<file path="config.mk">
export PLATFORM = sky130hd
export DESIGN_NAME = readout_sequencer
export DESIGN_NICKNAME = d
export VERILOG_FILES = /design/src/rtl/readout_sequencer.sv
export SDC_FILE = /design/constraint.sdc
export NUM_CORES = 1
export LEC_CHECK = 0
export ABC_AREA = 1
export BUFFER_PORTS_ARGS = -buffer_cell sky130_fd_sc_hd__buf_4
export CAP_MARGIN = 15
export CELL_PAD_IN_SITES_DETAIL_PLACEMENT = 1
export CELL_PAD_IN_SITES_GLOBAL_PLACEMENT = 1
export CORE_MARGIN = 4
export CORE_UTILIZATION = 36
export DETAILED_ROUTE_END_ITERATION = 12
export GPL_ROUTABILITY_DRIVEN = 0
export PLACE_DENSITY = 0.76
export SKIP_LAST_GASP = 1
export SYNTH_ARGS = -nofsm -noshare
export SYNTH_HDL_FRONTEND = slang
export SYNTH_SLANG_ARGS = --single-unit
export TNS_END_PERCENT = 30
</file>
<file path="constraint.sdc">
create_clock -name clk -period 1.5 [get_ports clk]
set_clock_uncertainty 0.2 [all_clocks]
set_input_delay 0.225 -clock clk [delete_from_list [all_inputs] [get_ports clk]]
set_output_delay 0.225 -clock clk [all_outputs]
set_load 0.01 [all_outputs]
</file>
<file path="src/rtl/readout_sequencer.sv">
// Readout sequencer: on a trigger rising edge, walks the channel mux through
// N_CH words, serialising each word MSB-first with optional idle gaps between
// words, then pulses a counter-clear at the end of the frame.
module readout_sequencer #(
  parameter int N_CH   = 16,
  parameter int DATA_W = 12,
  parameter int GAP    = 1
) (
  input  logic              clk,
  input  logic              reset,
  input  logic              trigger,
  input  logic              hold,
  input  logic [DATA_W-1:0] par_in,
  output logic [3:0]        sel,
  output logic              serial_out,
  output logic              word_valid,
  output logic              frame_start,
  output logic              busy,
  output logic              clr,
  output logic              overrun
);

  localparam int BW = (DATA_W > 1) ? $clog2(DATA_W) : 1;

  localparam logic [2:0] S_IDLE  = 3'd0;
  localparam logic [2:0] S_LOAD  = 3'd1;
  localparam logic [2:0] S_SHIFT = 3'd2;
  localparam logic [2:0] S_GAP   = 3'd3;
  localparam logic [2:0] S_CLEAR = 3'd4;

  logic [2:0]        state_q, state_d;
  logic [3:0]        sel_q, sel_d;
  logic [DATA_W-1:0] shreg_q, shreg_d;
  logic [BW-1:0]     bitcnt_q, bitcnt_d;
  logic [3:0]        gapcnt_q, gapcnt_d;
  logic              trig_q, trig_d;
  logic              overrun_q, overrun_d;
  logic              trig_edge;

  assign trig_edge = trigger & ~trig_q;

  // Next-state logic: frame sequencing, shifting, gap counting, overrun capture
  always_comb begin
    state_d   = state_q;
    sel_d     = sel_q;
    shreg_d   = shreg_q;
    bitcnt_d  = bitcnt_q;
    gapcnt_d  = gapcnt_q;
    trig_d    = trigger;
    // An edge arriving while a frame is in flight is dropped but remembered.
    overrun_d = overrun_q | (trig_edge & (state_q != S_IDLE));

    case (state_q)
      S_IDLE: begin
        sel_d = '0;
        if (trig_edge) begin
          state_d = S_LOAD;
        end
      end
      S_LOAD: begin
        shreg_d  = par_in;
        bitcnt_d = BW'(DATA_W - 1);
        state_d  = S_SHIFT;
      end
      S_SHIFT: begin
        // hold freezes everything in this state, including the exit decision
        if (!hold) begin
          if (bitcnt_q == '0) begin
            if (sel_q == 4'(N_CH - 1)) begin
              state_d = S_CLEAR;
            end else begin
              sel_d = sel_q + 4'd1;
              if (GAP > 0) begin
                gapcnt_d = 4'(GAP - 1);
                state_d  = S_GAP;
              end else begin
                state_d = S_LOAD;
              end
            end
          end else begin
            shreg_d  = {shreg_q[DATA_W-2:0], 1'b0};
            bitcnt_d = bitcnt_q - BW'(1);
          end
        end
      end
      S_GAP: begin
        // Gives the external mux time to settle on the new channel.
        if (gapcnt_q == 4'd0) begin
          state_d = S_LOAD;
        end else begin
          gapcnt_d = gapcnt_q - 4'd1;
        end
      end
      S_CLEAR: begin
        sel_d   = '0;
        state_d = S_IDLE;
      end
      default: begin
        state_d = S_IDLE;
        sel_d   = '0;
      end
    endcase
  end

  // State registers with synchronous reset
  always_ff @(posedge clk) begin
    if (reset) begin
      state_q   <= S_IDLE;
      sel_q     <= '0;
      shreg_q   <= '0;
      bitcnt_q  <= '0;
      gapcnt_q  <= '0;
      trig_q    <= 1'b0;
      overrun_q <= 1'b0;
    end else begin
      state_q   <= state_d;
      sel_q     <= sel_d;
      shreg_q   <= shreg_d;
      bitcnt_q  <= bitcnt_d;
      gapcnt_q  <= gapcnt_d;
      trig_q    <= trig_d;
      overrun_q <= overrun_d;
    end
  end

  // Outputs decode directly from registered state so they are glitch-free
  always_comb begin
    sel         = sel_q;
    word_valid  = (state_q == S_SHIFT);
    serial_out  = (state_q == S_SHIFT) ? shreg_q[DATA_W-1] : 1'b0;
    frame_start = (state_q == S_LOAD) && (sel_q == 4'd0);
    busy        = (state_q != S_IDLE);
    clr         = (state_q == S_CLEAR);
    overrun     = overrun_q;
  end

endmodule

</file>
==> results.md, run 1 <==
Synth:
- Summed over its instances, the top area cell type makes up approximately 34% of the synthesized netlist area.
- The average instance area after synthesis is about 7 um2.
- The number of synthesized register bits is 29.
- In this run the cell area of the synthesized design comes to 1700 um2.
- The number of warnings issued by yosys is 0.
- After synthesis, the cell types taking the most area are dfxtp_1 34%, nand2_1 16%, nand3_1 6.5%.
- The async set-reset flop share out of synthesis is 0%.
- The most common cell in the netlist is nand2_1.
- The most instantiated flip-flop cell in the synthesis netlist is dfxtp_1.
- The largest total area in the synthesized netlist belongs to dfxtp_1.
- Synthesis handed over a netlist of 246 instances.
- The number of nets handed over by synthesis was between 200 and 300.
- The part of the Yosys area used for sequential elements is 34.2%.
- The commonest cells after synthesis are 74 x nand2_1, 29 x dfxtp_1, 26 x inv_1.
- The number of flops mapped to enable cells by yosys is 0.
- The count of unique library cells instantiated by Yosys is 28.

Route:
- For this run, design rule violations remaining after detail routing come to 0.
- Using the TritonRoute via totals, the vias-per-cell ratio works out to 5.29.
- The final layout contains routed wiring with a total length of 7630 um.
- The routed layout has 1999 vias.
- The detailed-router iteration count before antenna repair is 4.
- The remaining antenna violation count after routing is 0.
- The number of violations reported at the end of detailed-routing iteration 0 is 65.
- Dividing the detail-routed wire length by the instance count gives around 20 um.

Timing:
- The count of final hold-check violations came to 0.
- Based on the critical path, the design can be clocked at up to 553 MHz.
- For the pin with the worst max-slew slack, the measured transition is 288 ps.
- The final count of negative-setup-slack endpoints is 32.
- Setup repair after global routing could not meet its margin everywhere.
- The worst hold margin is ~26 ps.
- The time the worst path needs with I/O delays and setup is 1810 ps.
- The share of the clock period used by the worst path after layout is 121%.
- The count of pins over their slew limit was 0.
- In the post-route analysis, the smallest setup slack over all paths is -308 ps.
- Headroom to the max-slew limit came out at 80.7%.

Place:
- The count of input and output buffers is 25.
- The wire-length estimate of the detail-placed layout is about 3500 um.

GRT:
- The initial antenna violation count is 0.
- The fraction of met2 tracks used by global routing is slightly above 40%.
- The wire length of the first global-routing pass is 10400 um.
- The number of global-route vias before repair was ~2100.
- Summed over all layers, the global routing overflow is 0.
- Entering global routing, the biggest net connects 15 pins.
- The met3 usage in global routing is 5.08%.
- The peak-usage layer in the global routing report is met2.
- The total global routing track utilization is 22.7%.
- The met1 track demand over resource in global routing is about a quarter.

Layout:
- The final layout contains 346 nets.
- The area growth from synthesis to layout is 69.2%.
- The final antenna diode count is 0.
- The core occupancy in the finished layout is 64.5%.
- The post-route netlist has 50.6% of its cells at a drive strength greater than 1.

Floorplanning:
- The total area inside the core boundary comes to 4440 um2.
- The die is 76.6 um tall.
- The number of primary I/O pins is 26.
- The overall die width is around 77 um.
- The starting utilization of the core area is 38.1%.
- The die area is 5870 um2.
- Row generation in the floorplan step produced 24 rows.

Power:
- In this run the power density over the cells is between 2000 and 2500 nW/um2.
- The completed layout was analyzed and its total power is between 0.005 and 0.006 W.
- The maximum ir drop on the vdd rail is ~980 uV.
- For this design the static power due to leakage is 1.28 nW.

Critical path:
- The number of cells traversed by the worst register-to-register path is 8.
- The origin of the worst setup path is sel[0].
- For flop-to-flop paths, the worst setup slack is -240 ps.
- The element type at the critical path end is an output port.
- The data arrival time of the critical path is ~1400 ps.
- The sort of element at the start of the critical path is a flop.
- Data on the critical path is required at its endpoint by between 1000 and 1500 ps.
- The most critical setup path has its endpoint at frame_start.
- The startpoint of the worst-slack reg-to-reg timing path is sel[0].
- The top fanout value on the critical path is 2.
- The worst register-to-register path ends at sel[3].
- The type of the setup path with the least slack is flop to output port.

Job:
- The max-cap violation count is 0.

Clocking:
- The clock root buffer master is clkbuf_8.
- Counting every sink on the clock net gives 29.
- The number of clock buffers inserted by TritonCTS is 5.
- The clock reaches the later pin of the worst-skew pair after 290 ps.
- In this run the deepest clock path goes through 2 buffers.
- TritonCTS built the clock tree.
- After clock tree synthesis, the clock-pin slew on the worst setup and hold paths is 70 ps.
- The CTS H-tree depth is 2.

Outcome:
- The final reports fail on setup timing.
- The flow ran to the end, but the final reports show violations.

Min path:
- The class of the tightest hold or removal check is input port to flop.
- In this run the most critical hold path is launched from par_in[0].
==> layout make-up <==
class,instances,area (um2)
fillers,522,1580
multi-input cells,186,1270
repair buffers,76,716
flip-flops and latches,29,593
inverters,27,109
clock buffers,7,86.3
well taps,52,65.1
clock inverters,1,30.0
==> how the worst min path moves through the flow <==
stage                 end  slack (ps)  cells past startpoint
2_1_floorplan  state_q[0]         100                      1
3_3_place_gp   shreg_q[1]         250                      2
3_5_place_dp   shreg_q[2]         250                      2
4_1_cts        shreg_q[0]           8                      3
5_1_grt        shreg_q[0]          10                      3
6_report       shreg_q[0]          30                      3
==> cells by family (layout without fill, tap and decap cells) <==
kind of cell / after synthesis / count (layout) / synth area share (%)
buf+inv: 35 / 111 / 10.2
xor+xnor: 2 / 2 / 1.03
simple gates: 150 / 153 / 40.5
fa+ha+maj: 5 / 5 / 3.69
flops: 29 / 29 / 34.2
compound gates: 25 / 26 / 10.3
==> metal layers <==
layer | wire length, um | part of all wire [%]
met1 | 2990 | 39
met2 | 4220 | 55
met3 | 209 | 2.7
met4 | 214 | 2.8
met5 | 0 | 0
==> where the power goes <==
group          switching (W)  internal (W)  total (W)  leakage (nW)
Sequential          0.000184       0.00101    0.00119         0.240
Combinational        0.00212       0.00175    0.00387         0.978
Clock               0.000348      0.000542   0.000889        0.0585
==> layout by cell type, fill, tap and decap left out, drive strengths merged <==
cell | netlist | final
clkbuf | 1 | 8
nand4 | 3 | 3
o21ai | 3 | 4
dfxtp | 29 | 29
a31oi | 1 | 1
nand3b | 1 | 1
ha | 5 | 5
nor3 | 7 | 7
nor2 | 27 | 27
xnor2 | 1 | 1
nand2 | 87 | 90
xor2 | 1 | 1
bufinv | 0 | 1
dlygate4sd3 | 0 | 1
a21oi | 21 | 21
buf | 7 | 74
inv | 27 | 27
nand3 | 24 | 24
nor4 | 1 | 1
==> sequential cells by signal, indices dropped and copies added, names as in the netlist <==
name      flops
bitcnt_q      4
sel           4
gapcnt_q      4
state_q       3
overrun       1
trig_q        1
shreg_q      12
==> through the flow <==
| stage | TNS, ps | setup WS (ps) | cell area (um2) | instances |
|---|---|---|---|---|
| 5_1_grt | -6300 | -385 | 2870 | 378 |
| 4_1_cts | -2070 | -258 | 2570 | 369 |
| 3_3_place_gp | -292 | -89.2 | 2150 | 347 |
| 6_report | -4210 | -308 | 2870 | 378 |
| 2_1_floorplan | -7.64 | -7.64 | 1700 | 246 |
| 3_5_place_dp | -997 | -113 | 2150 | 347 |
==> repair_timing <==
action | 4_1_cts | 5_1_grt
pin swaps | 17 | 19
resized for setup | 54 | 41
cloned | 2 | 3
hold buffers | 1 | 0
endpoints found under the hold margin | 1 | 0
buffers inserted | 11 | 7
setup endpoints to repair | 32 | 32
==> worst max-delay path, stage by stage (launching register included) <==
cell and delay [ps]:
dfxtp_2 330, buf_6 110, inv_2 70, ha_4 130, inv_2 40, nor4_2 250
buf_4 160
Power figures use the tool's default switching activity.
==> inputs of run 2 (changes only) <==
Settings changed: REMOVE_ABC_BUFFERS set to 1.
==> results.md, run 2 (synthesis results as in run 1) <==
Outcome:
- Status: complete, but fails checks (unchanged).
- Violated checks: setup timing (unchanged).

GRT:
- The wire length of the first global-routing pass came to 10400 um (about the same).
- The total global routing track utilization is 22.5% (was 22.7%).
- The initial antenna violation count is 0 (unchanged).
- The maximum number of pins on one net before global-route repair came to 14 (was 15).
- The number of global-route vias before repair is 2122 (was 2117).
- The total global routing overflow is 0 (unchanged).

Timing:
- The count of pins over their slew limit is 0 (unchanged).
- Setup repair after global routing missed its margin: true (unchanged).
- The maximum clock rate is 578 MHz (was 553 MHz).
- The final count of negative-setup-slack endpoints is 33 (was 32).
- The worst-case setup margin in the final layout is -230 ps (was -308 ps).
- The actual transition at the worst max-transition pin came to 323 ps (was 288 ps).
- The worst hold margin came to 48.2 ps (was 26.1 ps).
- The count of final hold-check violations is 0 (unchanged).
- The time the worst path needs with I/O delays and setup was 1730 ps (was 1810 ps).
- The total negative slack for setup checks is -4670 ps (was -4210 ps).
- The share of the clock period used by the worst path after layout is 115% (was 121%).
- The worst relative slew slack came to 78.4% (was 80.7%).

Floorplanning:
- The placeable core region was 4440 um2 (unchanged).
- The die span in y is 76.6 um (unchanged).
- The die area is 5870 um2 (unchanged).
- The starting utilization of the core area is 38.1% (unchanged).
- The number of primary I/O pins came to 26 (unchanged).
- The overall die width was 76.6 um (unchanged).
- The number of standard-cell rows in the floorplan came to 24 (unchanged).

Critical path:
- The startpoint of the worst-slack reg-to-reg timing path is state_q[2] (was sel[0]).
- The element type at the critical path end is a flop (was output port).
- The data arrival time of the critical path came to 1710 ps (was 1380 ps).
- The required time of the worst setup path is 1480 ps (was 1070 ps).
- The number of cells traversed by the worst register-to-register path is 10 (was 8).
- The worst setup slack for register-to-register paths is -230 ps (was -240 ps).
- The top fanout value on the critical path came to 6 (was 2).
- The type of the setup path with the least slack is flop to flop (was flop to output port).
- The endpoint of the lowest-slack register-to-register path was bitcnt_q[0] (was sel[3]).
- The sort of element at the start of the critical path was a flop (unchanged).

Route:
- The total via count after detailed routing is 1997 (was 1999).
- The DRC violation count after routing is 0 (unchanged).
- The total wire length is 7400 um (was 7630 um).
- The average via count per standard cell is 5.27 (was 5.29).
- The number of violations reported at the end of detailed-routing iteration 0 is 94 (was 65).
- The highest metal layer with signal wires is met4 (unchanged).
- The detailed-router iteration count before antenna repair is 4 (unchanged).
- The mean routed wirelength per cell is 19.5 um (was 20.2 um).
- The met3 layer wire length in the routed design is 311 um (was 209 um).
- The remaining antenna violation count after routing was 0 (unchanged).
- The met2 layer wire length in the routed design came to 3880 um (was 4220 um).
- The met1 routed wirelength after detailed routing is 3000 um (was 2990 um).

Power:
- The switching power total is 0.00266 W (was 0.00265 W).
- The maximum ir drop on the vdd rail is 1100 uV (was 985 uV).
- The part of the power in registers is 20.3% (was 20.1%).
- The switching part of the total is 44.8% (was 44.5%).
- The clock power share is 11.4% (was 14.9%).
- The design internal power came to 0.00328 W (was 0.00330 W).
- The overall power of the completed layout is 0.00595 W (about the same).
- The power density over cell area was 2110 nW/um2 (was 2080 nW/um2).
- The static leakage is 1.27 nW (was 1.28 nW).
- The combinational share of power is 68.3% (was 65.0%).

Layout:
- The most flop-heavy register is shreg_q (unchanged).
- Commonest cells after routing, fill and taps aside: 63 x nand2_1, 57 x buf_4, 22 x dfxtp_1, 19 x inv_1, 19 x nor2_1 (was 64 x nand2_1, 52 x buf_4, 23 x dfxtp_1, 19 x inv_1, 18 x nor2_1).
- The area growth from synthesis to layout is 66.6% (was 69.2%).
- The combined flip-flop and latch cell area is 594 um2 (was 593 um2).
- The area taken by multi-input logic gates is 1230 um2 (was 1270 um2).
- The commonest non-fill, non-tap cell in the layout is nand2_1 (unchanged).
- The final antenna diode count came to 0 (unchanged).
- The final non-filler cell area came to 2820 um2 (was 2870 um2).
- The final-layout fill cell count came to 546 (was 522).
- The layout net count is 348 (was 346).
- The flip-flop count of the largest register after layout was 12 (unchanged).
- The share of post-route cells with drive strength above 1 is 50.5% (was 50.6%).

Clocking:
- The clock insertion delay at the later pin of the skew report is 290 ps (about the same).
- The total number of clock tree sinks is 29 (unchanged).
- The CTS clock-pin slew for the worst setup and hold paths is 70 ps (about the same).
- The number of clock buffers inserted by TritonCTS was 5 (unchanged).
- The CTS H-tree depth is 2 (unchanged).
- The clock root buffer master is clkbuf_8 (unchanged).
- The CTS tree is yes (unchanged).
- The number of buffers on the longest clock path was 2 (unchanged).

Place:
- The area after detailed placement was 2150 um2 (unchanged).
- The detailed placement HPWL was 3510 um (was 3520 um).
- The count of input and output buffers was 25 (unchanged).

Min path:
- The number of instances on the worst hold path is 2 (was 3).
- The worst hold path startpoint is reset (was par_in[0]).
- The end of the worst hold path is bitcnt_q[1] (was shreg_q[0]).
- The class of the tightest hold or removal check is input port to flop (unchanged).

Job:
- The max-cap violation count is 0 (unchanged).
## run 2: area by class of cell
type                    instances  area share, %
well taps                      52           2.30
repair buffers                 79           26.1
multi-input cells             185           43.6
clock buffers                   7           3.06
inverters                      27           3.85
flip-flops and latches         29           21.0
## run 2: metrics by stage
stage	utilization, %	std cells	setup slack [ps]
floorplan	-	238	-537
global placement	48.4	348	-54.5
detailed placement	48.4	348	-125
CTS	59.5	376	-266
global route	63.5	379	-317
finish	63.5	379	-230
## run 2: critical path: stages (launching register included)
cell	delay, ps
dfxtp_4	370
inv_4	80
nand2_4	50
nor2_4	160
buf_6	120
nand2_4	50
nand2_8	120
buf_12	120
nand2_8	70
nor3_1	210
nor2_1	70
## run 2: power by group through the flow
stage                     clock (W)  combinational [W]  sequential, W
final                      0.000679            0.00406        0.00121
after global routing       0.000732            0.00437        0.00123
after CTS                  0.000685            0.00344        0.00117
after detailed placement          0            0.00247        0.00115
after global placement            0            0.00239        0.00114
after floorplan                   0            0.00141        0.00115
## run 2: worst max path at each step
stage                     from     endpoint  slack [ps]  depth (start not counted)
global placement    state_q[0]  bitcnt_q[3]         -50                          7
finish              state_q[2]  bitcnt_q[0]        -230                         10
floorplan           state_q[1]  bitcnt_q[0]        -540                          7
detailed placement  state_q[2]  bitcnt_q[1]        -130                          8
global route        state_q[2]  bitcnt_q[0]        -320                         10
CTS                     sel[1]  frame_start        -270                          6
## run 2: repair_timing
| action | CTS | global route |
|---|---|---|
| endpoints found under the hold margin | 1 | 0 |
| cloned | 5 | 0 |
| endpoints found under the setup margin | 32 | 33 |
| setup buffers | 16 | 4 |
| gates resized for setup | 56 | 32 |
| hold buffers | 1 | 0 |
| pin swaps | 13 | 16 |
## run 2: metal layers
layer,global-route usage (%),up-vias
met2,43.1,63
li1,-,945
met1,23.8,971
met3,5.56,18
met5,0,-
met4,6.88,0
==> inputs of run 3 (changes only) <==
Settings changed: CORE_UTILIZATION 36 to 37, CTS_BUF_LIST set to sky130_fd_sc_hd__clkbuf_4, PLACE_DENSITY 0.76 to 0.78.
==> results.md, run 3 (synthesis results as in run 1) <==
Outcome:
- Status: complete, but fails checks (unchanged).
- Violated checks: setup timing (unchanged).

GRT:
- The maximum number of pins on one net before global-route repair is 14 (unchanged).
- The total global routing overflow is 0 (unchanged).
- The number of global-route vias before repair is 1916 (was 2122).
- The total global routing track utilization is 20.8% (was 22.5%).
- The wire length of the first global-routing pass is 9000 um (was 10400 um).
- The initial antenna violation count is 0 (unchanged).

Route:
- The detailed-router iteration count before antenna repair came to 4 (unchanged).
- The remaining antenna violation count after routing is 0 (unchanged).
- The DRC violation count after routing was 0 (unchanged).
- The total wire length is 6750 um (was 7400 um).
- The mean routed wirelength per cell is 18.0 um (was 19.5 um).
- The average via count per standard cell was 5.23 (was 5.27).
- The total via count after detailed routing is 1961 (was 1997).
- The number of violations reported at the end of detailed-routing iteration 0 is 89 (was 94).

Clocking:
- The number of buffers on the longest clock path came to 2 (unchanged).
- The CTS H-tree depth is 2 (unchanged).
- The CTS clock-pin slew for the worst setup and hold paths is 100 ps (was 70 ps).
- The CTS tree is yes (unchanged).
- The clock root buffer master is clkbuf_4 (was clkbuf_8).
- The number of clock buffers inserted by TritonCTS is 5 (unchanged).
- The clock insertion delay at the later pin of the skew report is 330 ps (was 290 ps).
- The total number of clock tree sinks is 29 (unchanged).

Layout:
- The layout net count is 343 (was 348).
- The area growth from synthesis to layout came to 59.3% (was 66.6%).
- The most flop-heavy register is shreg_q (unchanged).
- The flip-flop count of the largest register after layout is 12 (unchanged).
- Commonest cells after routing, fill and taps aside: 64 x nand2_1, 54 x buf_4, 22 x dfxtp_1, 20 x nor2_1, 19 x nand3_1 (was 63 x nand2_1, 57 x buf_4, 22 x dfxtp_1, 19 x inv_1, 19 x nor2_1).
- The share of post-route cells with drive strength above 1 is 48.3% (was 50.5%).
- The final antenna diode count is 0 (unchanged).
- The commonest non-fill, non-tap cell in the layout is nand2_1 (unchanged).

Critical path:
- The origin of the worst setup path is state_q[1] (was state_q[2]).
- The cell type of the slowest stage on the worst timing path is dfxtp_4 (unchanged).
- The worst setup slack for register-to-register paths is -230 ps (about the same).
- The data arrival time of the critical path was 1350 ps (was 1710 ps).
- The sort of element at the start of the critical path is a flop (unchanged).
- The top fanout value on the critical path is 4 (was 6).
- The element type at the critical path end is an output port (was flop).
- The number of cells traversed by the worst register-to-register path is 10 (unchanged).
- Critical Path, Cell by Cell: buf_6 -> inv_2 -> nand2_2 -> nor4_2 -> buf_4 (was inv_4 -> nand2_4 -> nor2_4 -> buf_6 -> nand2_4 -> nand2_8 -> buf_12 -> nand2_8 -> nor3_1 -> nor2_1).
- The type of the setup path with the least slack was flop to output port (was flop to flop).
- The family with the most delay on the worst path is flip-flops (was simple AND/OR/NAND/NOR gates).
- The required time of the worst setup path was 1070 ps (was 1480 ps).
- The startpoint of the worst-slack reg-to-reg timing path is state_q[0] (was state_q[2]).
- The peak per-stage delay on the critical path is 380 ps (was 370 ps).
- The count of buffer and inverter cells on the critical path came to 3 (unchanged).
- The endpoint of the lowest-slack register-to-register path is gapcnt_q[2] (was bitcnt_q[0]).

Min path:
- The end of the worst hold path is shreg_q[4] (was bitcnt_q[1]).
- The worst hold path startpoint is par_in[4] (was reset).
- The class of the tightest hold or removal check is input port to flop (unchanged).
- The number of instances on the worst hold path is 5 (was 2).

Timing:
- The share of the clock period used by the worst path after layout is 119% (was 115%).
- Setup repair after global routing missed its margin: true (unchanged).
- The count of final hold-check violations is 0 (unchanged).
- The worst-case setup margin in the final layout is -278 ps (was -230 ps).
- The worst hold margin was 68.2 ps (was 48.2 ps).
- The worst relative slew slack is 75.5% (was 78.4%).
- The count of pins over their slew limit was 0 (unchanged).
- The actual transition at the worst max-transition pin is 364 ps (was 323 ps).
- The time the worst path needs with I/O delays and setup is 1780 ps (was 1730 ps).
- The maximum clock rate was 563 MHz (was 578 MHz).
- The final count of negative-setup-slack endpoints was 34 (was 33).

Power:
- The part of the power in registers is 22.4% (was 20.3%).
- The power density over cell area was 1940 nW/um2 (was 2110 nW/um2).
- The design internal power is 0.00283 W (was 0.00328 W).
- The switching power total is 0.00240 W (was 0.00266 W).
- The switching part of the total is 45.9% (was 44.8%).
- The clock power share is 10.1% (was 11.4%).
- The combinational share of power is 67.5% (was 68.3%).
- The maximum ir drop on the vdd rail is 790 uV (was 1100 uV).
- The static leakage is 1.23 nW (was 1.27 nW).
- The overall power of the completed layout is 0.00523 W (was 0.00595 W).

Floorplanning:
- The placeable core region came to 4380 um2 (was 4440 um2).
- The overall die width is 75.7 um (was 76.6 um).
- The die span in y is 75.7 um (was 76.6 um).
- The starting utilization of the core area was 38.7% (was 38.1%).
- The number of primary I/O pins is 26 (unchanged).
- The number of standard-cell rows in the floorplan is 24 (unchanged).
- The die area is 5730 um2 (was 5870 um2).

Place:
- The count of input and output buffers is 25 (unchanged).
- The detailed placement HPWL is 3480 um (was 3510 um).

Job:
- The max-cap violation count is 0 (unchanged).
==> run 3: changes by cell type in the layout (fill, tap and decap cells not counted), sizes merged <==
cell	delta
buf	-6
clkbuf	+1
dlygate4sd3	+2
nand2	-1
==> run 3: through the flow <==
stage	setup TNS, ps	cells	instance area (um2)	utilization, %	setup WS [ps]
after global placement	-225	345	2140	48.8	-64.7
final	-5970	375	2700	61.6	-278
after floorplan	-10940	238	1620	-	-537
after global routing	-8070	375	2700	61.6	-331
after CTS	-3410	367	2440	55.6	-189
after detailed placement	-1210	345	2140	48.8	-88.3
==> run 3: area by class of cell <==
type	instances	area, um2
fillers	535	1680
multi-input cells	184	1190
repair buffers	75	686
flip-flops and latches	29	594
inverters	27	106
well taps	52	65.1
clock buffers	8	60.1
==> run 3: worst max-delay path by stage <==
stage | to | cells past startpoint
floorplan | bitcnt_q[0] | 7
global placement | state_q[2] | 7
detailed placement | state_q[2] | 7
CTS | frame_start | 5
global route | frame_start | 5
finish | frame_start | 5
==> run 3: timing repair <==
item                                   in CTS  in global routing
cloned                                      2                  0
buffers inserted                            9                  9
gates resized for setup                    36                 45
hold buffers                                3                  0
endpoints found under the hold margin      10                  0
setup endpoints to repair                  32                 33
pin swaps                                  10                 13
==> run 3: worst reg2reg max path: cells and delay by family, from the launching register on <==
family,cells,cell delay (ps)
buffers and inverters,3,290
flip-flops,1,360
AND/OR/NAND/NOR,7,820
==> run 3: per-layer routing <==
metal | GRT usage, % | wire length [um] | up-vias
li1 | - | - | 933
met1 | 24.4 | 2660 | 971
met2 | 38.4 | 3730 | 41
met3 | 4.09 | 197 | 16
met4 | 5.63 | 167 | 0
met5 | 0 | 0 | -
==> run 3: power groups by stage <==
stage	Sequential, W	Clock, W	Combinational, W
floorplan	0.00115	0	0.00141
global placement	0.00114	0	0.00237
detailed placement	0.00115	0	0.00244
CTS	0.00114	0.000528	0.00293
global route	0.00119	0.000582	0.00381
finish	0.00117	0.000526	0.00353
